===== src/rtl/linescanner_line_scheduler_if.sv =====
// Host/sensor-side signal bundle for linescanner_line_scheduler.
// The master drives requests, configuration and sensor strobes; the slave (the scheduler) returns status.
interface linescanner_line_scheduler_if #(
    parameter int LINE_CNT_W = 12,
    parameter int PIX_CNT_W  = 12,
    parameter int GAP_W      = 16
);
    logic                  start;
    logic                  abort;
    logic [LINE_CNT_W-1:0] cfg_lines;
    logic [PIX_CNT_W-1:0]  cfg_pixels;
    logic [GAP_W-1:0]      cfg_gap;
    logic                  lval;
    logic                  pixel_valid;
    logic                  capture_enable;
    logic                  busy;
    logic [LINE_CNT_W-1:0] line_index;
    logic                  line_done;
    logic                  frame_done;
    logic                  timeout;
    logic                  pixel_count_error;

    modport master (
        output start, abort, cfg_lines, cfg_pixels, cfg_gap, lval, pixel_valid,
        input  capture_enable, busy, line_index, line_done, frame_done, timeout,
               pixel_count_error
    );

    modport slave (
        input  start, abort, cfg_lines, cfg_pixels, cfg_gap, lval, pixel_valid,
        output capture_enable, busy, line_index, line_done, frame_done, timeout,
               pixel_count_error
    );
endinterface


===== src/rtl/linescanner_line_scheduler.sv =====
// Frame sequencer for the line-scanner capture path: gates capture per line, spaces lines, times out on missing lval.
// Define LINESCANNER_SCHED_PIXEL_CHECK_EN to build the sticky per-line pixel-count compare.
module linescanner_line_scheduler #(
    parameter int LINE_CNT_W     = 12,
    parameter int PIX_CNT_W      = 12,
    parameter int GAP_W          = 16,
    parameter int TIMEOUT_CYCLES = 65535
) (
    input logic                          pixel_clock,
    input logic                          reset,
    linescanner_line_scheduler_if.slave  bus
);
    localparam int TO_W = $clog2(TIMEOUT_CYCLES);
    localparam logic [TO_W-1:0] TO_LAST = TO_W'(TIMEOUT_CYCLES - 1);

    typedef enum logic [2:0] {
        IDLE,
        ARM,
        WAIT_LVAL,
        CAPTURE,
        LINE_GAP
    } state_t;

    state_t                state;
    logic [LINE_CNT_W-1:0] shadow_lines;
    logic [GAP_W-1:0]      shadow_gap;
    logic [LINE_CNT_W-1:0] line_index_q;
    logic [PIX_CNT_W-1:0]  pix_cnt;
    logic [GAP_W-1:0]      gap_cnt;
    logic [TO_W-1:0]       to_cnt;
    logic                  cap_q;
    logic                  busy_q;
    logic                  line_done_q;
    logic                  frame_done_q;
    logic                  timeout_q;
    logic                  last_line;
`ifdef LINESCANNER_SCHED_PIXEL_CHECK_EN
    logic [PIX_CNT_W-1:0]  shadow_pixels;
    logic                  err_q;
`endif

    assign last_line = (line_index_q == shadow_lines - LINE_CNT_W'(1));

    always_ff @(posedge pixel_clock or posedge reset) begin
        if (reset) begin
            state        <= IDLE;
            shadow_lines <= '0;
            shadow_gap   <= '0;
            line_index_q <= '0;
            pix_cnt      <= '0;
            gap_cnt      <= '0;
            to_cnt       <= '0;
            cap_q        <= 1'b0;
            busy_q       <= 1'b0;
            line_done_q  <= 1'b0;
            frame_done_q <= 1'b0;
            timeout_q    <= 1'b0;
`ifdef LINESCANNER_SCHED_PIXEL_CHECK_EN
            shadow_pixels <= '0;
            err_q         <= 1'b0;
`endif
        end else begin
            line_done_q  <= 1'b0;
            frame_done_q <= 1'b0;
            timeout_q    <= 1'b0;

            // abort outranks every other transition, including a line end in the same cycle
            if (state != IDLE && bus.abort) begin
                state  <= IDLE;
                busy_q <= 1'b0;
                cap_q  <= 1'b0;
            end else begin
                case (state)
                    IDLE: begin
                        if (bus.start && bus.cfg_lines != '0) begin
                            shadow_lines <= bus.cfg_lines;
                            shadow_gap   <= bus.cfg_gap;
                            line_index_q <= '0;
`ifdef LINESCANNER_SCHED_PIXEL_CHECK_EN
                            shadow_pixels <= bus.cfg_pixels;
                            err_q         <= 1'b0;
`endif
                            busy_q <= 1'b1;
                            state  <= ARM;
                        end
                    end

                    ARM: begin
                        to_cnt <= '0;
                        cap_q  <= 1'b1;
                        state  <= WAIT_LVAL;
                    end

                    WAIT_LVAL: begin
                        if (bus.lval) begin
                            pix_cnt <= bus.pixel_valid ? PIX_CNT_W'(1) : '0;
                            state   <= CAPTURE;
                        end else if (to_cnt == TO_LAST) begin
                            timeout_q <= 1'b1;
                            busy_q    <= 1'b0;
                            cap_q     <= 1'b0;
                            state     <= IDLE;
                        end else begin
                            to_cnt <= to_cnt + TO_W'(1);
                        end
                    end

                    CAPTURE: begin
                        if (!bus.lval) begin
                            line_done_q <= 1'b1;
                            cap_q       <= 1'b0;
`ifdef LINESCANNER_SCHED_PIXEL_CHECK_EN
                            if (pix_cnt != shadow_pixels) begin
                                err_q <= 1'b1;
                            end
`endif
                            if (last_line) begin
                                frame_done_q <= 1'b1;
                                busy_q       <= 1'b0;
                                state        <= IDLE;
                            end else begin
                                line_index_q <= line_index_q + LINE_CNT_W'(1);
                                gap_cnt      <= shadow_gap;
                                state        <= LINE_GAP;
                            end
                        end else if (bus.pixel_valid && pix_cnt != '1) begin
                            pix_cnt <= pix_cnt + PIX_CNT_W'(1);
                        end
                    end

                    LINE_GAP: begin
                        // gap counts down to and including 0, giving gap+1 cycles here
                        if (gap_cnt == '0) begin
                            state <= ARM;
                        end else begin
                            gap_cnt <= gap_cnt - GAP_W'(1);
                        end
                    end

                    default: begin
                        state  <= IDLE;
                        busy_q <= 1'b0;
                        cap_q  <= 1'b0;
                    end
                endcase
            end
        end
    end

    assign bus.capture_enable = cap_q;
    assign bus.busy           = busy_q;
    assign bus.line_index     = line_index_q;
    assign bus.line_done      = line_done_q;
    assign bus.frame_done     = frame_done_q;
    assign bus.timeout        = timeout_q;
`ifdef LINESCANNER_SCHED_PIXEL_CHECK_EN
    assign bus.pixel_count_error = err_q;
`else
    assign bus.pixel_count_error = 1'b0;
`endif
endmodule


===== src/flat_wrapper.sv =====
// flat-port wrapper written by rule: the top's interface ports become plain ports
module linescanner_line_scheduler_flat 
#(
    parameter int LINE_CNT_W     = 12,
    parameter int PIX_CNT_W      = 12,
    parameter int GAP_W          = 16,
    parameter int TIMEOUT_CYCLES = 65535
)
  (pixel_clock, reset, bus_start, bus_abort, bus_cfg_lines, bus_cfg_pixels, bus_cfg_gap, bus_lval, bus_pixel_valid, bus_capture_enable, bus_busy, bus_line_index, bus_line_done, bus_frame_done, bus_timeout, bus_pixel_count_error);
  linescanner_line_scheduler_if #(.LINE_CNT_W(LINE_CNT_W), .PIX_CNT_W(PIX_CNT_W), .GAP_W(GAP_W)) bus_i ();
  input logic pixel_clock;
  input logic reset;
  input wire logic [$bits(bus_i.start)-1:0] bus_start;
  input wire logic [$bits(bus_i.abort)-1:0] bus_abort;
  input wire logic [$bits(bus_i.cfg_lines)-1:0] bus_cfg_lines;
  input wire logic [$bits(bus_i.cfg_pixels)-1:0] bus_cfg_pixels;
  input wire logic [$bits(bus_i.cfg_gap)-1:0] bus_cfg_gap;
  input wire logic [$bits(bus_i.lval)-1:0] bus_lval;
  input wire logic [$bits(bus_i.pixel_valid)-1:0] bus_pixel_valid;
  output wire logic [$bits(bus_i.capture_enable)-1:0] bus_capture_enable;
  output wire logic [$bits(bus_i.busy)-1:0] bus_busy;
  output wire logic [$bits(bus_i.line_index)-1:0] bus_line_index;
  output wire logic [$bits(bus_i.line_done)-1:0] bus_line_done;
  output wire logic [$bits(bus_i.frame_done)-1:0] bus_frame_done;
  output wire logic [$bits(bus_i.timeout)-1:0] bus_timeout;
  output wire logic [$bits(bus_i.pixel_count_error)-1:0] bus_pixel_count_error;
  assign bus_i.start = bus_start;
  assign bus_i.abort = bus_abort;
  assign bus_i.cfg_lines = bus_cfg_lines;
  assign bus_i.cfg_pixels = bus_cfg_pixels;
  assign bus_i.cfg_gap = bus_cfg_gap;
  assign bus_i.lval = bus_lval;
  assign bus_i.pixel_valid = bus_pixel_valid;
  assign bus_capture_enable = bus_i.capture_enable;
  assign bus_busy = bus_i.busy;
  assign bus_line_index = bus_i.line_index;
  assign bus_line_done = bus_i.line_done;
  assign bus_frame_done = bus_i.frame_done;
  assign bus_timeout = bus_i.timeout;
  assign bus_pixel_count_error = bus_i.pixel_count_error;
  linescanner_line_scheduler #(.LINE_CNT_W(LINE_CNT_W), .PIX_CNT_W(PIX_CNT_W), .GAP_W(GAP_W), .TIMEOUT_CYCLES(TIMEOUT_CYCLES)) u_core (.pixel_clock(pixel_clock), .reset(reset), .bus(bus_i));
endmodule

===== config.mk =====
export PLATFORM = sky130hd
export DESIGN_NAME = linescanner_line_scheduler_flat
export DESIGN_NICKNAME = d
export VERILOG_FILES = /design/src/rtl/linescanner_line_scheduler_if.sv /design/src/rtl/linescanner_line_scheduler.sv /design/src/flat_wrapper.sv
export SDC_FILE = /design/constraint.sdc
export NUM_CORES = 1
export LEC_CHECK = 0
export CORE_ASPECT_RATIO = 1.25
export CORE_MARGIN = 2
export CORE_UTILIZATION = 47
export DETAILED_ROUTE_END_ITERATION = 12
export PLACE_DENSITY = 0.73
export SYNTH_ARGS = -nofsm -noshare
export SYNTH_HDL_FRONTEND = slang
export SYNTH_SLANG_ARGS = --single-unit

===== constraint.sdc =====
create_clock -name pixel_clock -period 4 [get_ports pixel_clock]
set_input_delay 0.4 -clock pixel_clock [delete_from_list [all_inputs] [get_ports pixel_clock]]
set_output_delay 0.4 -clock pixel_clock [all_outputs]
set_load 0.1 [all_outputs]

Yosys cells after proc, flatten, opt, wreduce, memory -nomap -nowiden
Cells that the tools add are included.
{"block": "totals", "ff_bits": 80, "latchBits": 0, "mem_bits_rw": 0, "rom_bits": 0, "in_bits": 46, "out_inout_bits": 18, "elab_cells": 95, "mem_count": 0}
{"block": "op_classes", "add_sub_neg": 4, "multipliers": 0, "n_div": 0, "n_lt_le_gt_ge": 0, "eq_ne": 21, "n_shift": 0, "muxes": 40, "n_bitwise": 1, "reduce_logical": 18}
{"cell": "$mux W16", "count": 5}
{"cell": "$pmux W16 S2", "count": 2}
{"cell": "$mux W12", "count": 3}
{"cell": "$pmux W12 S2", "count": 1}
{"cell": "$mux W3", "count": 7}
{"cell": "$mux W1", "count": 19}
{"cell": "$add A16 B1 Y16 const B", "count": 1}
{"cell": "$eq A16 B16 Y1 const B", "count": 1}
{"cell": "$logic_not A16 Y1", "count": 1}
{"cell": "$sub A16 B1 Y16 const B", "count": 1}
{"cell": "$pmux W3 S5", "count": 1}
{"cell": "$add A12 B1 Y12 const B", "count": 1}
{"cell": "$eq A12 B12 Y1", "count": 1}
{"cell": "$ne A3 B1 Y1 const B", "count": 4}
{"cell": "$reduce_and A4 Y1", "count": 3}
{"cell": "$reduce_bool A12 Y1", "count": 1}
{"cell": "$sub A12 B1 Y12 const B", "count": 1}
{"cell": "$ne A2 B2 Y1 const B", "count": 5}
{"cell": "$reduce_and A5 Y1", "count": 2}
{"cell": "$pmux W1 S4", "count": 2}
{"cell": "$eq A3 B2 Y1 const B", "count": 2}
{"cell": "$ne A2 B1 Y1 const B", "count": 3}
{"cell": "$ne A3 B2 Y1 const B", "count": 2}
{"cell": "$reduce_and A6 Y1", "count": 1}
{"cell": "other kinds (10)", "count": 14}

Longest topological paths before layout
{"block": "logic_depth", "word_depth": 6, "ltp_mapped": 12, "depth_no_buf": 10}

Worst setup path before layout
Ideal clock, no wire load.
{"block": "synth_path", "path_kind": "register to register", "startpoint": "reg u_core.line_index_q[6] (netlist: u_core.bus.line_index[6])", "endpoint": "reg u_core.gap_cnt[12]", "setup_ns": 0.121, "arrival_time_ns": 3.036, "required_ns": 3.879, "slack_ns": 0.843, "path_stages_with_launch": 12, "n_path_buf": 3, "synth_period_minus_slack_ns": 3.157, "cell_sequence": "dfrtp_1 -> clkbuf_1 -> nand3b_1 -> or4b_1 -> nand3b_1 -> o22ai_1 -> or4_1 -> buf_4 -> nand2_8 -> inv_2 -> buf_6 -> a22o_1"}
{"block": "synth_via", "elab_chain_cells": 3}
{"item": "start, declared", "line": "linescanner_line_scheduler.sv:27", "rtl": "logic [LINE_CNT_W-1:0] line_index_q;"}
{"item": "start signal, assigned", "line": "linescanner_line_scheduler.sv:122", "rtl": "line_index_q <= line_index_q + LINE_CNT_W'(1);"}
{"item": "$eq A12 B12 Y1", "line": "linescanner_line_scheduler.sv:42", "rtl": "assign last_line = (line_index_q == shadow_lines - LINE_CNT_W'(1));"}
{"item": "$ne A2 B2 Y1 (no source line)"}
{"item": "$reduce_and A5 Y1 (no source line)"}
{"item": "end signal, assigned", "line": "linescanner_line_scheduler.sv:123", "rtl": "gap_cnt <= shadow_gap;"}
{"item": "end signal, assigned", "line": "linescanner_line_scheduler.sv:136", "rtl": "gap_cnt <= gap_cnt - GAP_W'(1);"}
{"item": "end, declared", "line": "linescanner_line_scheduler.sv:29", "rtl": "logic [GAP_W-1:0] gap_cnt;"}
No other way between the ends.
A chain may end at the register's enable or synchronous reset.

Worst setup path after layout
{"block": "layout_path", "startpoint": "reg u_core.shadow_lines[0]", "endpoint": "reg u_core.gap_cnt[14]"}
{"block": "layout_via", "elab_chain_cells": 4}
{"item": "start, declared", "line": "linescanner_line_scheduler.sv:25", "rtl": "logic [LINE_CNT_W-1:0] shadow_lines;"}
{"item": "start signal, assigned", "line": "linescanner_line_scheduler.sv:76", "rtl": "shadow_lines <= bus.cfg_lines;"}
{"item": "$sub A12 B1 Y12", "line": "linescanner_line_scheduler.sv:42"}
{"item": "$eq A12 B12 Y1", "line": "linescanner_line_scheduler.sv:42"}
{"item": "$ne A2 B2 Y1 (no source line)"}
{"item": "$reduce_and A5 Y1 (no source line)"}
No other way between the ends.

==> flow_metrics.tcl <==
set metrics [dict create \
    synthDistinctLibCells 60 \
    tritoncts.num_buffers 9 \
    worst-setup-path-type "reg2reg" \
    global_route.usage.met1 0.2806 \
    hold_violations 0 \
    post_synth_instance_area_um2 4511 \
    grtUsageTotal 0.2189 \
    max_cap_violations 0 \
    die_area_um2 10400 \
    layout_net_count 596 \
    met2_usage 0.3593 \
    critical_path_required_ns 4.23 \
    drive_above_1_share 0.08545 \
    grt_first_pass_wirelength_mm 18.24 \
    setup-tns-final_ns 0 \
    worstMarginPinSlew_ns 1.081 \
    seq_area_frac_synth 0.4438 \
    clock_skew_ns 0.007076 \
    cp-end-kind "flop" \
    ir_worst_vdd_v 0.0003691 \
    gr-usage-met3 0.03170 \
    finalWorstPathRequiredPeriod_ns 3.444 \
    clk_root_buffer_cell "clkbuf_16" \
    global_route.overflow_total 0 \
    outcome "complete, no violations" \
    pwr_density_cell_nw_per_um2 637.4 \
    drc_errors 0 \
    tritoncts "built" \
    route.antenna.remaining_nets 0 \
    cts.htree.levels 3 \
    clockBufferDepth 2 \
    fmaxAchievable_mhz 290.3 \
    initial_antenna_violation_count 0 \
    grt_setup_unrepaired "no" \
    cts.sinks 80 \
    final_min_period_over_clock_period 0.8611 \
    synth_enable_flop_cells 0 \
    drt_wl_total_mm 10.95 \
    post_drt_wl_per_cell_um 16.19 \
    fp-row-count 40 \
    floorplan.initialDensity 0.4769 \
    drt_iter0_drc 161 \
    netlist_top_cells_area "dfrtp_1 (44%), nand2_1 (7.7%), xnor2_1 (2.9%)" \
    finalCoreUtilization 0.5765 \
    insertedDiodeCount 0 \
    place_worst_setup_slack_ns 0.6093 \
    vias_in_the_first_global_route 3854 \
    mostFrequentLayoutCells "nand2_1 (93), dfrtp_1 (80), clkdlybuf4s50_1 (49), nor2_1 (31), a21oi_1 (24)" \
    postSynthRegisterBits 80 \
    place_hpwl_mm 7.605 \
    drt-vias-per-instance 5.787 \
    syn-mean-instance-area_um2 8.932 \
    critical_path.max_fanout 16 \
    synth-warning-count 0 \
    timing.critical_path.arrival_ns 3.67 \
    setup.reg_to_reg.worst_slack_ns 0.56 \
    slew_headroom 0.2786 \
    area_growth_pct 20.89 \
    place.port_buffers 49 \
    postCtsSetupBuffers 0 \
    via_count 3912 \
    yosys_most_used_dff "dfrtp_1" \
    hold_class "reg2reg" \
    timing.critical_path.from_type "flop" \
    hold_ws_ns 0.4770 \
    clk_pin_slew_worst_paths_ns 0.06 \
    p_leak_nw 2.227 \
    busiest_layer_in_global_routing "met2" \
    asyncSetResetFlopFracSynth 1.000 \
    worst_slack_ns 0.5555 \
    die_width_um 91.62 \
    final_common_cell "nand2_1" \
    timing.final.setup_violations 0 \
    grt_start_max_net_pins 43 \
    die_y_um 113.5 \
    synth_top_area_frac 0.4438 \
    synth_top_cell_by_area "dfrtp_1" \
    holdBufCountCts 0 \
    insertion_delay_ns 0.34 \
    num_io_pins 64 \
    place_congestion 0.8791 \
    detail_route.first_pass.iterations 4 \
    number_of_nets_in_the_synthesized_netlist 556 \
    cts-resized-gates 0 \
    synth_cells 505 \
    final_max_slew_viol_count 0 \
    core_area_um2 9459 \
]
power by group:
part	switching (mW)	total [mW]	internal, mW
Combinational	0.674	1.15	0.479
Clock	0.333	0.976	0.643
Sequential	0.285	1.35	1.06
Total	1.29	3.48	2.18
flip-flops by register name, summed over array words and instances (netlist names):
signal / cells
u_core.gap_cnt: 16
u_core.shadow_gap: 16
u_core.to_cnt: 16
u_core.bus.line_index: 12
u_core.shadow_lines: 12
u_core.state: 3
u_core.bus.busy: 1
u_core.bus.capture_enable: 1
u_core.bus.frame_done: 1
u_core.bus.line_done: 1
u_core.bus.timeout: 1
critical path: stages, from the launching register on:
cell and delay, ns:
dfrtp_1 0.42, inv_1 0.09, ha_1 0.25, nor4b_4 0.35, or4b_1 0.47, nand3b_1 0.13
o22ai_1 0.13, or4_1 0.89, nand2_8 0.24, inv_2 0.14, a22o_1 0.22
worst paths after layout:
kind,start,end,cells after the start
worst max-delay path,u_core.shadow_lines[0]$_DFFE_PP0P_,u_core.gap_cnt[14]$_DFFE_PP0P_,10
worst min-delay path,u_core.shadow_gap[11]$_DFFE_PP0P_,u_core.shadow_gap[11]$_DFFE_PP0P_,2
worst max register to register,u_core.shadow_lines[0]$_DFFE_PP0P_,u_core.gap_cnt[14]$_DFFE_PP0P_,10
worst min register to register,u_core.shadow_gap[11]$_DFFE_PP0P_,u_core.shadow_gap[11]$_DFFE_PP0P_,2
max in group asynchronous,reset,u_core.shadow_gap[9]$_DFFE_PP0P_,3
min in group asynchronous,reset,u_core.shadow_gap[0]$_DFFE_PP0P_,2
metal layers:
metal,up-vias,share of wire
met5,-,0
met4,0,0.026
li1,1876,-
met3,27,0.038
met2,87,0.50
met1,1922,0.43
Yosys cell counts, types with 10 or more instances:
cell type,number
xnor2_1,15
clkbuf_1,21
a21oi_1,24
o21ai_0,23
inv_1,13
nand4_1,11
nand2b_1,11
nand2_1,93
mux2_2,10
nor3_1,18
nand3_1,17
dfrtp_1,80
xor2_1,11
nor2_1,32
per-stage QoR:
stage,std cells,power [mW],cell area [um^2]
3_3_place_gp,660,2.451,5097
4_1_cts,676,3.490,5453
5_1_grt,676,3.696,5453
6_report,676,3.476,5453
2_1_floorplan,505,2.190,4511
3_5_place_dp,660,2.500,5097
kinds of logic (layout without fill, tap and decap cells):
family | count (synthesis) | count (layout) | share of synthesized area
xor+xnor | 26 | 26 | 0.05049
compound gates | 100 | 100 | 0.1442
buf+inv | 40 | 85 | 0.03856
simple gates | 235 | 235 | 0.2655
other cells | 1 | 1 | 0.0008314
flops | 80 | 80 | 0.4438
fa+ha+maj | 5 | 5 | 0.01387
mux | 18 | 18 | 0.04272
cell type report:
type	count	area [um^2]
multi-input cells	385	2337
clock inverters	5	102.6
flip-flops and latches	80	2002
repair buffers	55	548.0
fillers	827	4006
well taps	126	157.7
clock buffers	11	252.7
inverters	14	52.55
Note: power is estimated with default switching activity, not from simulation.
